**config.mk**
```make
export PLATFORM = sky130hd
export DESIGN_NAME = cam_host_driver
export DESIGN_NICKNAME = d
export VERILOG_FILES = /design/src/rtl/cam_pkg.sv /design/src/rtl/cam_lat_counter.sv /design/src/rtl/cam_host_driver.sv
export SDC_FILE = /design/constraint.sdc
export NUM_CORES = 1
export LEC_CHECK = 0
export CAP_MARGIN = 25
export CORE_ASPECT_RATIO = 2
export CORE_MARGIN = 2
export CORE_UTILIZATION = 28
export DETAILED_ROUTE_END_ITERATION = 10
export PLACE_DENSITY = 0.58
export SLEW_MARGIN = 20
export SYNTH_ARGS = -nofsm -noshare
export SYNTH_HDL_FRONTEND = slang
export SYNTH_HIERARCHICAL = 1
export SYNTH_SLANG_ARGS = --single-unit
```
**constraint.sdc**
```tcl
create_clock -name clk -period 2.3 [get_ports clk]
set_clock_uncertainty 0.15 [all_clocks]
set_input_delay 0.575 -clock clk [delete_from_list [all_inputs] [get_ports clk]]
set_output_delay 0.575 -clock clk [all_outputs]
set_load 0.1 [all_outputs]
```
**src/rtl/cam_pkg.sv**
```systemverilog
// Shared definitions for the CAM host driver: FSM state encoding and the
// pin-format constants of the CAM slice on the TinyTapeout pins.
//   CAM_SEL   : ui_in[7:6] value that selects the CAM
//   WR_BIT    : ui_in bit carrying the write strobe
//   FOUND_BIT : uo_out bit carrying the match flag
package cam_pkg;

    typedef enum logic [1:0] {
        IDLE,
        LAUNCH,
        WAIT,
        RESP
    } state_t;

    localparam logic [1:0]  CAM_SEL   = 2'b11;
    localparam int unsigned WR_BIT    = 5;
    localparam int unsigned FOUND_BIT = 4;

    // Idle pin image: CAM selected, search, address 0.
    localparam logic [7:0]  UI_RESET  = {CAM_SEL, 6'b00_0000};

endpackage

```
**src/rtl/cam_lat_counter.sv**
```systemverilog
// Load/decrement counter with a zero flag, used to time the uo_out sample.
// Ports:
//   clk, rst_n : clock, asynchronous active-low reset
//   load       : load load_val (has priority over dec)
//   load_val   : value loaded on load
//   dec        : decrement by one
//   zero       : count is zero
module cam_lat_counter #(
    parameter int unsigned W = 1
) (
    input  logic         clk,
    input  logic         rst_n,
    input  logic         load,
    input  logic [W-1:0] load_val,
    input  logic         dec,
    output logic         zero
);

    logic [W-1:0] cnt;

    always_ff @(posedge clk or negedge rst_n) begin
        if (!rst_n) begin
            cnt <= '0;
        end else if (load) begin
            cnt <= load_val;
        end else if (dec) begin
            cnt <= cnt - 1'b1;
        end
    end

    assign zero = (cnt == '0);

endmodule

```
**src/rtl/cam_host_driver.sv**
```systemverilog
// Host-side initiator for the CAM slice of tt_um_top. Turns a valid/ready
// request stream into pin-level commands on ui_in/uio_in, samples uo_out a
// fixed latency later and returns search results on a valid/ready stream.
// Ports:
//   clk, rst_n                 : clock, asynchronous active-low reset
//   req_valid/req_ready        : request handshake
//   req_write/req_addr/req_data: 1=write data at addr, 0=search data
//   rsp_valid/rsp_ready        : search-result handshake (no response to writes)
//   rsp_found/rsp_addr         : match flag and address (0 when not found)
//   ena_o/ui_in_o/uio_in_o     : pins driven into the DUT
//   uo_out_i                   : DUT result pins
module cam_host_driver
    import cam_pkg::*;
#(
    parameter int unsigned RSP_LAT = 2,
    parameter int unsigned ADDR_W  = 4,
    parameter int unsigned DATA_W  = 8
) (
    input  logic              clk,
    input  logic              rst_n,
    input  logic              req_valid,
    output logic              req_ready,
    input  logic              req_write,
    input  logic [ADDR_W-1:0] req_addr,
    input  logic [DATA_W-1:0] req_data,
    output logic              rsp_valid,
    input  logic              rsp_ready,
    output logic              rsp_found,
    output logic [ADDR_W-1:0] rsp_addr,
    output logic              ena_o,
    output logic [7:0]        ui_in_o,
    output logic [7:0]        uio_in_o,
    input  logic [7:0]        uo_out_i
);

    if (ADDR_W > 4 || DATA_W != 8 || RSP_LAT < 1) begin : g_bad_params
        $error("cam_host_driver: requires ADDR_W<=4, DATA_W==8, RSP_LAT>=1");
    end

    localparam int unsigned      CNT_W    = (RSP_LAT > 1) ? $clog2(RSP_LAT) : 1;
    localparam logic [CNT_W-1:0] CNT_LOAD = CNT_W'(RSP_LAT - 1);

    state_t state;
    logic   is_write;
    logic   cnt_load;
    logic   cnt_dec;
    logic   cnt_zero;

    // Counter is loaded on the launch edge so WAIT lasts RSP_LAT cycles.
    assign cnt_load = (state == LAUNCH);
    assign cnt_dec  = (state == WAIT) && !cnt_zero;

    cam_lat_counter #(
        .W (CNT_W)
    ) u_lat (
        .clk      (clk),
        .rst_n    (rst_n),
        .load     (cnt_load),
        .load_val (CNT_LOAD),
        .dec      (cnt_dec),
        .zero     (cnt_zero)
    );

    always_ff @(posedge clk or negedge rst_n) begin
        if (!rst_n) begin
            state     <= IDLE;
            is_write  <= 1'b0;
            req_ready <= 1'b1;
            rsp_valid <= 1'b0;
            rsp_found <= 1'b0;
            rsp_addr  <= '0;
            ena_o     <= 1'b1;
            ui_in_o   <= UI_RESET;
            uio_in_o  <= '0;
        end else begin
            case (state)
                IDLE: begin
                    if (req_valid) begin
                        is_write  <= req_write;
                        ui_in_o   <= {CAM_SEL, req_write, 1'b0, 4'(req_addr)};
                        uio_in_o  <= req_data;
                        req_ready <= 1'b0;
                        state     <= LAUNCH;
                    end
                end
                LAUNCH: begin
                    // DUT has sampled the command on this edge; drop the write
                    // strobe immediately so it sees exactly one write cycle.
                    ui_in_o[WR_BIT] <= 1'b0;
                    state           <= WAIT;
                end
                WAIT: begin
                    if (cnt_zero) begin
                        if (is_write) begin
                            req_ready <= 1'b1;
                            state     <= IDLE;
                        end else begin
                            rsp_found <= uo_out_i[FOUND_BIT];
                            rsp_addr  <= uo_out_i[FOUND_BIT] ? uo_out_i[ADDR_W-1:0] : '0;
                            rsp_valid <= 1'b1;
                            state     <= RESP;
                        end
                    end
                end
                RESP: begin
                    if (rsp_ready) begin
                        rsp_valid <= 1'b0;
                        req_ready <= 1'b1;
                        state     <= IDLE;
                    end
                end
                default: begin
                    state <= IDLE;
                end
            endcase
        end
    end

endmodule

```
* After elaboration in Yosys (flattened, before gate mapping)
Index checks and enable logic that the tools add are counted.
** Storage, ports and cells
- RAM bits :: 0
- Memories kept :: 0
- Latch bits :: 0
- Output and inout port bits :: 24
- Register bits :: 24
- Word-level logic and storage cells :: 52
- Bits in read-only memories :: 0
- Input port bits :: 25
** Cells by class
- Mux-type cells :: 19
- Reductions and logical operators :: 12
- $mul :: 0
- $add $sub $neg :: 1
- Divide/modulo/power cells :: 0
- Shift-type cells :: 0
- Bitwise operators :: 2
- Equality and inequality tests :: 8
- $lt $le $gt $ge :: 0
** Operator list (count)
- $ne A2 B2 Y1 const B :: 5
- $mux W1 :: 9
- $mux W2 :: 4
- $pmux W2 S4 :: 1
- $mux W6 :: 1
- $reduce_and A3 Y1 :: 2
- $reduce_bool A2 Y1 :: 3
- $reduce_and A5 Y1 :: 1
- $eq A2 B2 Y1 const B :: 2
- $mux W4 :: 1
- $pmux W1 S2 :: 2
- $reduce_and A2 Y1 :: 2
- $reduce_and A4 Y1 :: 1
- $pmux W1 S3 :: 1
- $reduce_bool A3 Y1 :: 1
- $eq A2 B1 Y1 const B :: 1
- $logic_not A2 Y1 :: 1
- $not A1 Y1 :: 2
- $logic_and A1 B1 Y1 :: 1
- $sub A1 B1 Y1 const B :: 1

* Logic depth before layout (Yosys ltp)
Gate-level depths: netlist (run 1).
- Word-level depth :: 4
- Depth in mapped cells :: 4
- Depth with buffers taken out :: 4

* By module
Netlist (run 1), hierarchy kept.
** Modules (own cells, without submodules)
- cam_host_driver :: area an instance 1048.5 um^2, cells each 78, sequential area each 576.8 um^2, times used 1
- cam_lat_counter :: area an instance 46.3 um^2, cells each 5, sequential area each 25.0 um^2, times used 1

* Worst setup path after synthesis (run 1)
OpenSTA, ideal clock, no wires.
- Path kind :: input -> register
- Start :: input port req_valid
- End :: register ui_in_o[0]
- Setup time :: 0.126 ns
- Required time :: 2.024 ns
- Arrival time :: 1.370 ns
- Path slack :: 0.653 ns
- Stages :: 3
- Buffers on the path :: 1
- Path through :: nor3b_4 buf_8 mux2_4
** Between the ends
- Longest elaborated chain between the ends :: 1
** RTL lines
- from (decl) :: line cam_host_driver.sv:21 : input logic req_valid,
- $reduce_and A2 Y1 (no source line)
- to (signal assigned) :: line cam_host_driver.sv:80 : ui_in_o <= {CAM_SEL, req_write, 1'b0, 4'(req_addr)};
- to (decl) :: line cam_host_driver.sv:31 : output logic [7:0] ui_in_o,
No other way between the ends.
A chain may end at the register's enable or synchronous reset.

* Worst setup path in the final report (run 1)
- Start :: input port req_valid
- End :: register ui_in_o[2]
Same word-level chain as after synthesis.

==> results, run 1 <==
- The run finished with clean final reports.
- The net count of the finished layout is 151.
- The initial antenna violation count was 0.
- The count of antenna diodes in the layout is 0.
- Summed over all failing endpoints, the final setup total negative slack is 0 ns.
- Of all nets on the critical path, the largest fanout is 14.
- For this run, the total global-route usage over all layers was measured as 0.106.
- In this run, synthesis inferred 0 flip-flops with an integrated enable.
- For this block, the initial DRC count from the detailed router was 10.
- Setup repair after global routing left no endpoint under its margin.
- For this design, the slowest cell found on the critical path is clkdlybuf4s50_1.
- The fraction of post-synthesis cell area in the top cell type by area is 0.526.
- The total number of H-tree levels is 1.
- The hold buffer count at CTS is 0.
- The sequential cell area fraction in the yosys report is 0.550.
- The first detailed-routing pass took 4 iterations.
- The overall via count from detail_route is 750.
- The number of placed I/O pins is 49.
- The worst min-delay path category is reg -> reg.
- After detailed routing, the number of remaining DRC violations is 0.
- In this run the core area contains 32 standard-cell rows.
- The clock slew seen by the registers of the worst setup and hold paths is 0.08 ns.
- The maximum number of pins on one net before global-route repair is 25.
- The element type at the critical path start is an input port.
- Post-CTS timing repair inserted 0 buffers for setup.
- The detailed placement HPWL is 1.64 mm.
- Traced cell by cell, the critical path runs through clkdlybuf4s50_1 -> nor3b_4 -> buf_12 -> mux2_2.
- Buffers placed on the I/O ports in this run total 41.
- The required time of the critical path is 2.30 ns.
- The overall routed net length is 2.17 mm.
- The category of the worst setup path capture point is a flip-flop.
- The wire length of the first global-routing pass is 3.37 mm.
- dfrtp_1 takes more of the synthesized area than any other cell.
- After clock tree synthesis, the repair step resized 0 gates.
- In the final layout, the share of cells above drive strength 1 is 0.352.
- Yosys attributes the largest share of cell area to dfrtp_1 53%, mux2_2 8.2%, mux2_4 8.2%.
- Hold timing on the final database bottoms out at a slack of 0.345 ns.
- Measured along the x axis, the die boundary spans 48.2 um.
- The maximum root-to-sink buffer count is 2.
- The region available for standard cell placement spans 0.00380 mm^2.
- After synthesis the netlist holds a flip-flop and latch count of 24.
- The vertical die dimension is 92.4 um.
- The number of clock buffers added by TritonCTS is 3.
- The final global-route overflow total is 0.
- The number of global-route vias before repair was 779.
- The number of endpoints with negative hold slack in the final report is 0.
- The placed instances occupy a cell area of 0.00150 mm^2.
- The area of the mapped netlist is 0.00109 mm^2.
- The starting utilization of the core area is 0.288.
- The number of maximum-capacitance constraint violations is 0.
- Yosys printed 8 warnings.
- The number of different library cells in the post-synthesis netlist is 28.
- With fillers left out, the area of the finished cells amounts to 0.00155 mm^2.
- In the finished design, the share of the clock period the worst path needs comes to 0.812.
- The routability congestion estimate is 0.667.
- Derived from the worst setup path, the maximum achievable clock frequency is 0.535 GHz.
- Counting instances in the post-synthesis netlist gives the leading cell types as 23 x dfrtp_1, 8 x inv_1, 8 x mux2_2.
- TritonCTS built the clock tree.
- The most used standard cell by instance count after synthesis is dfrtp_1.
- The clock network latency to the later pin of the worst-skew pair is 0.26 ns.
- Setup violations remaining at the end of the flow were counted as 0.
- The tree is rooted in a clkbuf_8.
- Using the TritonRoute via totals, the vias-per-cell ratio works out to 4.26.
- In the final routed layout, each cell accounts on average for 12.4 um.
- The most used flip-flop cell after synthesis is dfrtp_1.
- In this run the mean area of a mapped cell was 13.2 um^2.
- In the synthesized netlist the async set-or-reset flop fraction comes to 1.00.
- The largest single stage delay on the critical path is 0.49 ns.
- Data arrives at the worst endpoint at 1.87 ns.
- The worst path needs 1.87 ns of the cycle, external delays included.
- The number of pins exceeding their max-slew limit in the final report is 0.
- The final antenna-violating net count is 0.
- The die covers 0.00446 mm^2.
- Synthesis handed over a netlist of 83 instances.
- The clock drives 24 sinks.
- The setup path with the least slack is of type in -> reg.
- The area growth from synthesis to final layout is 41.6%.
## worst max-delay path: cells and delay by family
family                 cells  cell delay [ns]
buffers and inverters      2             0.68
muxes                      1             0.34
and+or+nand+nor            1             0.27
## flip-flops by register name, summed over array words and instances, names as in the netlist
signal / cells
rsp_addr: 4
is_write: 1
ui_in_o: 5
req_ready: 1
state: 2
rsp_found: 1
u_lat/cnt: 1
rsp_valid: 1
uio_in_o: 8
## layout by cell type, fill, tap and decap left out
master           Yosys  layout
nand4bb_1            1       1
o31ai_1              1       1
nor3b_4              1       1
nor3b_1              1       1
clkbuf_8             0       4
mux2i_1              4       4
conb_1               2       5
a21oi_1              1       1
dfstp_2              1       1
o21ai_0              1       1
dfrtp_1             23      23
nand2_1              6       6
nor2b_1              1       1
o21ai_1              1       1
nand3_1              1       1
inv_1                8       8
xnor2_1              1       1
mux2_4               6       6
and4bb_2             1       1
a211oi_1             1       1
clkdlybuf4s50_1      0      21
buf_4                5      20
a311o_2              1       1
mux2_2               8       8
a21boi_0             1       1
buf_12               0       2
nand3b_1             1       1
a21o_1               1       1
nor2_1               1       1
## final cells by class
type	count	area, um^2
Clock buffer	4	55.1
Fill cell	369	2250
Inverter	8	30.0
Multi-Input combinational cell	46	399
Sequential cell	24	602
Tap cell	51	63.8
Timing Repair Buffer	43	400
## through the flow
stage,setup WS (ns),instances,utilization
5_1_grt,0.375,176,0.408
2_1_floorplan,0.653,86,-
3_5_place_dp,0.155,172,0.393
3_3_place_gp,0.177,172,0.393
6_report,0.432,176,0.408
4_1_cts,0.433,176,0.408
## logic make-up after synthesis
| kind of cell | share of synthesized area |
|---|---|
| and+or+nand+nor | 0.0869 |
| other | 0.00686 |
| DFF | 0.550 |
| xor gates and xnor gates | 0.00800 |
| AOI/OAI and AO/OA | 0.0514 |
| muxes | 0.201 |
| buffers and inverters | 0.0960 |
## per-layer routing
metal	routed length, um	GRT usage	vias up
li1	-	-	352
met1	796	0.110	363
met2	1130	0.182	30
met3	175	0.0117	5
met4	67	0.0676	0
met5	0	0	-
## path summary, 6_finish.rpt
check                                           start                      to  slack [ns]  cells past startpoint
worst max-delay path                        req_valid  ui_in_o[2]$_DFFE_PN0P_        0.43                      4
worst min-delay path            rsp_valid$_DFFE_PN0P_   rsp_valid$_DFFE_PN0P_        0.35                      1
worst max register to register   state[0]$_DFFE_PN0P_  ui_in_o[2]$_DFFE_PN0P_        0.69                      3
worst min register to register  rsp_valid$_DFFE_PN0P_   rsp_valid$_DFFE_PN0P_        0.35                      1
max in group asynchronous                       rst_n   req_ready$_DFFE_PN1P_        1.20                      2
min in group asynchronous                       rst_n  ui_in_o[3]$_DFFE_PN0P_        0.51                      2
Power of run 1 is not shown: default switching activity piles up to over one toggle a cycle in this logic, so the estimate is an artifact.
==> run 2: changes to the inputs <==
==> constraint.sdc (replaced) <==
create_clock -name clk -period 1.75 [get_ports clk]
set_clock_uncertainty 0.15 [all_clocks]
set_input_delay 0.4375 -clock clk [delete_from_list [all_inputs] [get_ports clk]]
set_output_delay 0.4375 -clock clk [all_outputs]
set_load 0.1 [all_outputs]
==> run 2 against run 1 <==
Register-to-register slack worse by 0.52 ns. Wire length increased by 13%. Highest routed layer unchanged. Largest cell class is now buffers. Sequential cell count did not move.
==> results, run 2 (synthesis results as in run 1) <==
- The run finished with clean final reports.
- Leaving out fill and tap cells, the most frequent cells in the layout are 23 x dfrtp_1, 21 x clkdlybuf4s50_1, 21 x buf_12, 8 x inv_1, 8 x mux2_2.
- The area growth from synthesis to final layout is 64.5%.
- The largest fanout on the critical path is 12 (-2).
- The overall via count from detail_route is 765 (+2.0%).
- The cell count after placement is 175 (+1.7%).
- The final antenna-violating net count is 0 (unchanged).
- The overall routed net length came to 2.45 mm (+13%).
- The number of setup buffers added after CTS came to 0 (unchanged).
- The met1 capacity usage during global routing came to 0.111 (+0.00152).
- The number of placed I/O pins came to 49 (unchanged).
- The initial antenna violation count is 0 (unchanged).
- The number of maximum-capacitance constraint violations is 0 (unchanged).
- The fraction of final layout cells with drive strength greater than 1 is 0.359 (+0.00738).
- The worst path in the final design needs a cycle of 1.70 ns, including I/O delays and setup.
- The critical path in this run is classified as in -> reg.
- The worst-case hold slack is 0.378 ns (+0.0325 ns).
- The number of pins exceeding their max-slew limit in the final report came to 0 (unchanged).
- The number of clock sinks is 24 (unchanged).
- The number of buffer cells added on primary ports is 41 (unchanged).
- The root cell of the clock tree is clkbuf_8.
- The final cell area excluding filler cells is 0.00180 mm^2 (+16%).
- Setup repair after global routing left no endpoint under its margin.
- Dividing the final minimum period by the clock period gives 0.971.
- The standard cell core area was 0.00380 mm^2 (unchanged).
- The met2 usage in global routing came to 0.205 (+0.0230).
- Leaving out fill and tap cells, the most frequent cell in the layout is dfrtp_1.
- The vertical die dimension is 92.4 um (unchanged).
- The average routed wire per standard cell came to 13.7 um (+11%).
- The final cell count without fillers is 179 (+1.7%).
- The top achievable clock speed is 0.588 GHz.
- The vias per cell is 4.27 (+0.29%).
- The number of filler instances in the final layout was 350 (-5.1%).
- The worst setup path is launched from an input port.
- The number of endpoints with negative hold slack in the final report is 0 (unchanged).
- The final global-route overflow total was 0 (unchanged).
- The area of the die is 0.00446 mm^2 (unchanged).
- The violation count after the first detailed-route iteration is 7 (-3).
- The total iterations of the first detailed-routing run was 4 (unchanged).
- Ranked by flip-flop count, first place goes to uio_in_o.
- The total number of H-tree levels is 1 (unchanged).
- The clock tree from TritonCTS is yes.
- The detailed placement HPWL was 1.85 mm (+13%).
- The maximum root-to-sink buffer count is 2 (unchanged).
- The worst hold path belongs to the class in -> async.
- The maximum number of pins on one net before global-route repair was 25 (unchanged).
- The number of nets in the layout was 154 (+2.0%).
- The required time of the critical path is 1.76 ns (-0.54 ns).
- The count of cells resized by post-cts repair is 0 (unchanged).
- The routability congestion estimate was 0.661 (-0.88%).
- The layer with the highest usage after global routing is met2.
- The clock slew seen by the registers of the worst setup and hold paths is 0.08 ns (about the same).
- The category of the worst setup path capture point is a flip-flop.
- The wire length of the first global-routing pass was 3.63 mm (+7.6%).
- The met3 usage in global routing is 0.0195 (+0.00780).
- The total placed instance area was 0.00176 mm^2 (+17%).
- The number of clock buffers inserted by TritonCTS is 3 (unchanged).
- The hold buffer count at CTS was 0 (unchanged).
- The overall track demand over capacity in global routing is 0.114 (+0.00848).
- The critical path arrival is 1.71 ns (-0.16 ns).
- The number of global-route vias before repair is 854 (+9.6%).
- In the final layout, the registers with the most flip-flops are uio_in_o (8), ui_in_o (5), rsp_addr (4).
- The starting utilization of the core area is 0.288 (unchanged).
- The number of remaining DRC errors is 0 (unchanged).
- The flip-flop count of the largest register, all copies and words added is 8 (unchanged).
- The horizontal die dimension was 48.2 um (unchanged).
- The final-report setup violation count came to 0 (unchanged).
- The clock network latency to the later pin of the worst-skew pair came to 0.27 ns (about the same).
- The count of antenna diodes in the layout is 0 (unchanged).
- The number of placement rows was 32 (unchanged).
run 2: area by class of cell:
cell class,instances,area (um^2),share of cell area
timing repair buffer,46,661,0.367
sequential,24,602,0.334
multi-input combinational,46,399,0.222
tap,51,63.8,0.0354
clock buffer,4,45.0,0.0250
inverter,8,30.0,0.0167
run 2: metal layers:
layer,wire length (um),vias to the layer above
met1,835,375
met2,1390,30
li1,-,355
met4,61,0
met3,158,5
met5,0,-
run 2: final timing paths:
path                                       start                       to  slack (ns)  cells past startpoint
max                                    req_valid  uio_in_o[2]$_DFFE_PN0P_        0.05                      4
min                                        rst_n   ui_in_o[3]$_DFFE_PN0P_        0.38                      2
max reg2reg                 state[0]$_DFFE_PN0P_  uio_in_o[2]$_DFFE_PN0P_        0.17                      3
min reg2reg                req_ready$_DFFE_PN1P_    req_ready$_DFFE_PN1P_        0.39                      2
max in group asynchronous                  rst_n    req_ready$_DFFE_PN1P_        0.78                      2
min in group clk           req_ready$_DFFE_PN1P_    req_ready$_DFFE_PN1P_        0.39                      2
run 2: per-stage QoR:
step | setup TNS [ns] | setup slack, ns | utilization
2_1_floorplan | 0 | 0.173 | -
3_3_place_gp | -2.27 | -0.201 | 0.462
3_5_place_dp | -2.61 | -0.239 | 0.462
4_1_cts | 0 | 0.0434 | 0.473
5_1_grt | 0 | 0.0245 | 0.473
6_report | 0 | 0.0501 | 0.473
run 2: critical path, stage by stage:
cell,delay (ns)
clkdlybuf4s50_1,0.50
nor3b_4,0.25
buf_12,0.18
mux2_2,0.34
Power of run 2 is left out for the same reason.
==> run 3: changes to the inputs <==
--- a/config.mk
+++ b/config.mk
@@ -8,9 +8,9 @@
 export CAP_MARGIN = 25
 export CORE_ASPECT_RATIO = 2
 export CORE_MARGIN = 2
-export CORE_UTILIZATION = 28
+export CORE_UTILIZATION = 41
 export DETAILED_ROUTE_END_ITERATION = 10
-export PLACE_DENSITY = 0.58
+export PLACE_DENSITY = 0.79
 export SLEW_MARGIN = 20
 export SYNTH_ARGS = -nofsm -noshare
 export SYNTH_HDL_FRONTEND = slang
==> constraint.sdc (replaced) <==
create_clock -name clk -period 1.75 [get_ports clk]
set_clock_uncertainty 0.15 [all_clocks]
set_input_delay 0.35 -clock clk [delete_from_list [all_inputs] [get_ports clk]]
set_output_delay 0.35 -clock clk [all_outputs]
set_load 0.1 [all_outputs]
==> run 3 against run 2 <==
Sequential cell count unchanged. Sequential share of layout area rose by 0.69 points. Non-clock buffer count down 1. Cell area is 2.0% lower. Final cell count decreased by 13%. Critical path depth unchanged. Wire length down 8.5%. Critical endpoint unchanged. Highest routed layer unchanged.
==> results, run 3 (synthesis results as in run 1) <==
- The hold buffer count at CTS is 0 (unchanged).
- The top achievable clock speed is 0.631 GHz (+7.2%).
- The sequential cell area is 602 um^2 (unchanged).
- The routability congestion estimate came to 0.702 (+6.2%).
- The final global-route overflow total is 0 (unchanged).
- The average routed wire per standard cell was 14.5 um (+5.7%).
- The number of nets in the layout is 153 (-0.65%).
- The number of endpoints with negative hold slack in the final report came to 0 (unchanged).
- The number of placement rows was 26 (-19%).
- The time the worst path needs with I/O delays and setup is 1.59 ns (-0.114 ns).
- The horizontal die dimension is 40.5 um (-16%).
- The register with the highest flop count is uio_in_o.
- The flip-flop count of the largest register, all copies and words added is 8 (unchanged).
- The final antenna-violating net count came to 0 (unchanged).
- The starting utilization of the core area is 0.431 (+0.144).
- The number of maximum-capacitance constraint violations came to 0 (unchanged).
- The total number of H-tree levels is 1 (unchanged).
- The number of remaining DRC errors is 0 (unchanged).
- The final cell area excluding filler cells is 0.00176 mm^2 (-2.0%).
- The final-report setup violation count was 0 (unchanged).
- The run finished with clean final reports.
- The wire length of the first global-routing pass is 3.69 mm (+1.7%).
- The number of global-route vias before repair is 801 (-6.2%).
- The critical path arrival is 1.59 ns (-0.12 ns).
- The number of buffer cells added on primary ports is 41 (unchanged).
- The total iterations of the first detailed-routing run is 4 (unchanged).
- The detailed placement HPWL is 1.72 mm (-6.8%).
- The length in cells of the worst reg-to-reg path is 3 (unchanged).
- The count of antenna diodes in the layout was 0 (unchanged).
- The number of clock buffers inserted by TritonCTS came to 3 (unchanged).
- The overall via count from detail_route came to 753 (-1.6%).
- The largest registers in the layout are uio_in_o (8), ui_in_o (5), rsp_addr (4).
- The total area of multi-input combinational cells is 399 um^2 (unchanged).
- The tree is rooted in a clkbuf_8.
- The initial antenna violation count was 0 (unchanged).
- The number of filler instances in the final layout came to 193 (-45%).
- In the layout the commonest cells are 23 x dfrtp_1, 21 x clkdlybuf4s50_1, 21 x buf_12, 8 x inv_1, 8 x mux2_2.
- The library cell used most frequently in the layout, excluding fill and tap cells, is dfrtp_1.
- The worst setup path category is in -> reg.
- The area growth from synthesis to final layout is 61.1%.
- The required time of the critical path is 1.75 ns (about the same).
- The count of cells resized by post-cts repair came to 0 (unchanged).
- The violation count after the first detailed-route iteration is 13 (+6).
- The maximum number of pins on one net before global-route repair is 25 (unchanged).
- The overall track demand over capacity in global routing is 0.172 (+0.0572).
- The register-to-register setup slack was 0.20 ns (+0.03 ns).
- The period utilization came to 0.906 (-0.0651).
- Setup repair after global routing left no endpoint under its margin.
- The worst setup path is launched from an input port.
- The endpoint identified for the worst register-to-register timing path is uio_in_o[2]$_DFFE_PN0P_.
- The vias per cell is 4.86 (+14%).
- The maximum root-to-sink buffer count is 2 (unchanged).
- The number of placed I/O pins is 49 (unchanged).
- The total placed instance area was 0.00172 mm^2 (-2.1%).
- The overall routed net length was 2.24 mm (-8.5%).
- The number of setup buffers added after CTS is 0 (unchanged).
- The largest fanout on the critical path was 16 (+4).
- The standard cell core area is 0.00254 mm^2 (-33%).
- The clock slew seen by the registers of the worst setup and hold paths is 0.08 ns (about the same).
- The clock tree from TritonCTS is yes.
- The vertical die dimension is 77.1 um (-17%).
- The number of clock sinks came to 24 (unchanged).
- The startpoint identified for the worst register-to-register timing path is state[0]$_DFFE_PN0P_.
- The min-delay analysis places its worst path in the category in -> async.
- The fraction of final layout cells with drive strength greater than 1 is 0.354 (-0.00504).
- The number of pins exceeding their max-slew limit in the final report is 0 (unchanged).
- The category of the worst setup path capture point is a flip-flop.
- The area of the die is 0.00312 mm^2 (-30%).
- The clock network latency to the later pin of the worst-skew pair came to 0.26 ns (about the same).
==> run 3: cell types whose count changed in the layout (fill, tap and decap cells not counted), sizes merged <==
cell  delta
buf      -1
==> run 3: stage by stage <==
step,TNS (ns),util,hold WS [ns],worst slack [ns],instances
final,0,0.695,0.283,0.164,155
after CTS,0,0.695,0.295,0.158,155
after global placement,-1.00,0.678,0.371,-0.100,151
after floorplan,0,-,-0.0956,0.173,86
after global routing,0,0.695,0.311,0.139,155
after detailed placement,-1.15,0.678,0.378,-0.120,151
==> run 3: layout make-up <==
type,instances,area share
timing repair buffer,45,0.370
multi-input combinational,46,0.226
inverter,8,0.0170
clock buffer,4,0.0255
sequential,24,0.341
tap,28,0.0199
==> run 3: worst max path at each step <==
stage,start,end
6_report,req_valid,uio_in_o[2]$_DFFE_PN0P_
5_1_grt,req_valid,uio_in_o[4]$_DFFE_PN0P_
4_1_cts,req_valid,uio_in_o[4]$_DFFE_PN0P_
3_5_place_dp,req_valid,uio_in_o[4]$_DFFE_PN0P_
3_3_place_gp,req_valid,ui_in_o[2]$_DFFE_PN0P_
2_1_floorplan,state[0]$_DFFE_PN0P_,ui_in_o[0]$_DFFE_PN0P_
==> run 3: worst max-delay path, stage by stage <==
cell and delay [ns]:
clkdlybuf4s50_1 0.49, nor3b_4 0.22, buf_12 0.19, mux2_2 0.34
==> run 3: routing by layer <==
metal | wire (um) | global-route usage | vias to the layer above | part of all wire
li1 | - | - | 355 | -
met1 | 819 | 0.198 | 375 | 0.37
met2 | 1290 | 0.276 | 21 | 0.58
met3 | 95 | 0.0434 | 2 | 0.042
met4 | 30 | 0.0800 | 0 | 0.013
met5 | 0 | 0 | - | 0
Power of run 3 is left out for the same reason.
==> edit: new RTL, config.mk and constraints of run 1 <==
Change the parameter `RSP_LAT` from 2 to 4.
--- a/src/rtl/cam_host_driver.sv
+++ b/src/rtl/cam_host_driver.sv
@@ -13,5 +13,5 @@
     import cam_pkg::*;
 #(
-    parameter int unsigned RSP_LAT = 2,
+    parameter int unsigned RSP_LAT = 4,
     parameter int unsigned ADDR_W  = 4,
     parameter int unsigned DATA_W  = 8
Behaviour: not the same (Yosys sat finds a counterexample within 10 cycles, from zero or initial values and one cycle with rst_n low).
==> edit against run 1 <==
Die area grew 6.0%; global-route usage shrank 0.32 points; cell area grew 4.3%; routed wire length grew 4.7%; sequential cell count grew 1; synthesized area grew 6.4%; worst setup slack gained 0.066 ns; sequential share of layout area is essentially flat; critical path type unchanged.
Power is not shown: default switching activity piles up to over one toggle a cycle in this logic, so the estimate is an artifact.
==> edit: results (changes against run 1) <==
INFO  status         status=finished clean [unchanged]
INFO  synth          synth_top_cells_by_count=dfrtp_1 (24), inv_1 (9), mux2_2 (8) [was dfrtp_1 (23), inv_1 (8), mux2_2 (8)]
INFO  grt            grt_first_pass_wirelength=3.66mm [was 3.37 mm]
INFO  synth          ys_async_sr_fraction=100% [unchanged]
INFO  placed_design  postPlaceCellArea=1570squm [was 1500 sq um]
INFO  routing        routed_wl=2.28mm [was 2.17 mm]
INFO  grt            use_met3=0.940% [was 1.17%]
INFO  placed_design  placement_stage_worst_setup_slack=0.195ns [was 0.155 ns]
INFO  placed_design  gp_congestion=0.708 [was 0.667]
INFO  grt            grt_util_met1=10.9% [was 11.0%]
INFO  critical_path  regToRegSetupSlack=0.58ns [was 0.69 ns]
INFO  clock_tree     cts.repair_timing.setup_buffer_count=0 [unchanged]
INFO  grt            maximum_number_of_pins_on_one_net_before_global_route_repair=26 [was 25]
INFO  routing        length_of_the_first_detailed_routing_pass_in_iterations=2 [was 4]
INFO  synth          netlist-cell-type-count=31 [was 28]
INFO  grt            globalRouteMet2Util=17.8% [was 18.2%]
INFO  finish         post_layout_nonfiller_instances=185 [was 176]
INFO  grt            gr-usage-all-layers=10.3% [was 10.6%]
INFO  critical_path  critical_path_peak_fanout=16 [was 14]
INFO  clock_tree     clock_tree.root_cell=clkbuf_8 [unchanged]
INFO  routing        met2RoutedLength=1.25mm [was 1.13 mm]
INFO  critical_path  arrival=1.81ns [was 1.87 ns]
INFO  synth          synth_sequential_area_ratio=53.8% [was 55.0%]
INFO  critical_path  worst_r2r_startpoint=u_lat/cnt[0] [was state[0]]
INFO  finish         nets=160 [was 151]
INFO  critical_path  cell_depth_of_the_worst_flop_to_flop_path=5 [was 3]
INFO  timing         whs=0.341ns [was 0.345 ns]
INFO  finish         filler_instances=437 [was 369]
INFO  min_path       worst_hold_path.num_cells=1 [unchanged]
INFO  routing        dr_wl_met3=95um [was 175 um]
INFO  grt            number_of_global_route_vias_before_repair=809 [was 779]
INFO  routing        1st_iter_drt_viols=1 [was 10]
INFO  placed_design  placed_cells=181 [was 172]
INFO  critical_path  critPathCapture=uio_in_o[1] [was ui_in_o[2]]
INFO  routing        vias_per_cell=4.26 [about the same]
INFO  timing         min_period_over_period=78.4% [was 81.2%]
INFO  placed_design  post-dp-hpwl=1.74mm [was 1.64 mm]
INFO  synth          area_contributors_post_synth=dfrtp_1 (52%), mux2_2 (7.7%), mux2_4 (7.7%), mux2i_1 (3.4%), buf_4 (3.2%) [was dfrtp_1 (53%), mux2_2 (8.2%), mux2_4 (8.2%), mux2i_1 (3.7%), buf_4 (3.4%)]
INFO  finish         final_layout_size_suffix_gt1_share=33.1% [was 35.2%]
INFO  synth          syn_inst=90 [was 83]
INFO  clock_tree     worst_skew_pair.late_latency=0.27ns
==> edit: cell types whose count changed after synthesis <==
cell,before,now
and2b_1,0,1
o21ai_0,1,2
inv_1,8,9
nor2b_1,1,2
o21ai_1,1,0
ha_1,0,1
nand2b_1,0,1
o31a_1,0,1
dfrtp_1,23,24
==> edit: cells by family after synthesis <==
logic type | share of synthesized area, %
DFF | 53.8
muxes | 18.9
and+or+nand+nor | 9.88
buffers and inverters | 9.34
AOI/OAI and AO/OA | 5.59
other | 0.645
adders and majority gates | 1.07
xor gates and xnor gates | 0.752
==> edit: area by class of cell <==
class                   count  area, sq um  share of cell area [%]
repair buffers             43          400                    24.8
clock buffers               3         41.3                    2.55
flip-flops and latches     25          627                    38.8
clock inverters             1         5.00                   0.310
inverters                   9         33.8                    2.09
well taps                  52         65.1                    4.02
multi-input cells          52          444                    27.5
==> edit: critical path, stage by stage <==
cell             delay [ns]
clkdlybuf4s50_1        0.48
nor3b_4                0.22
buf_12                 0.19
mux2_2                 0.34
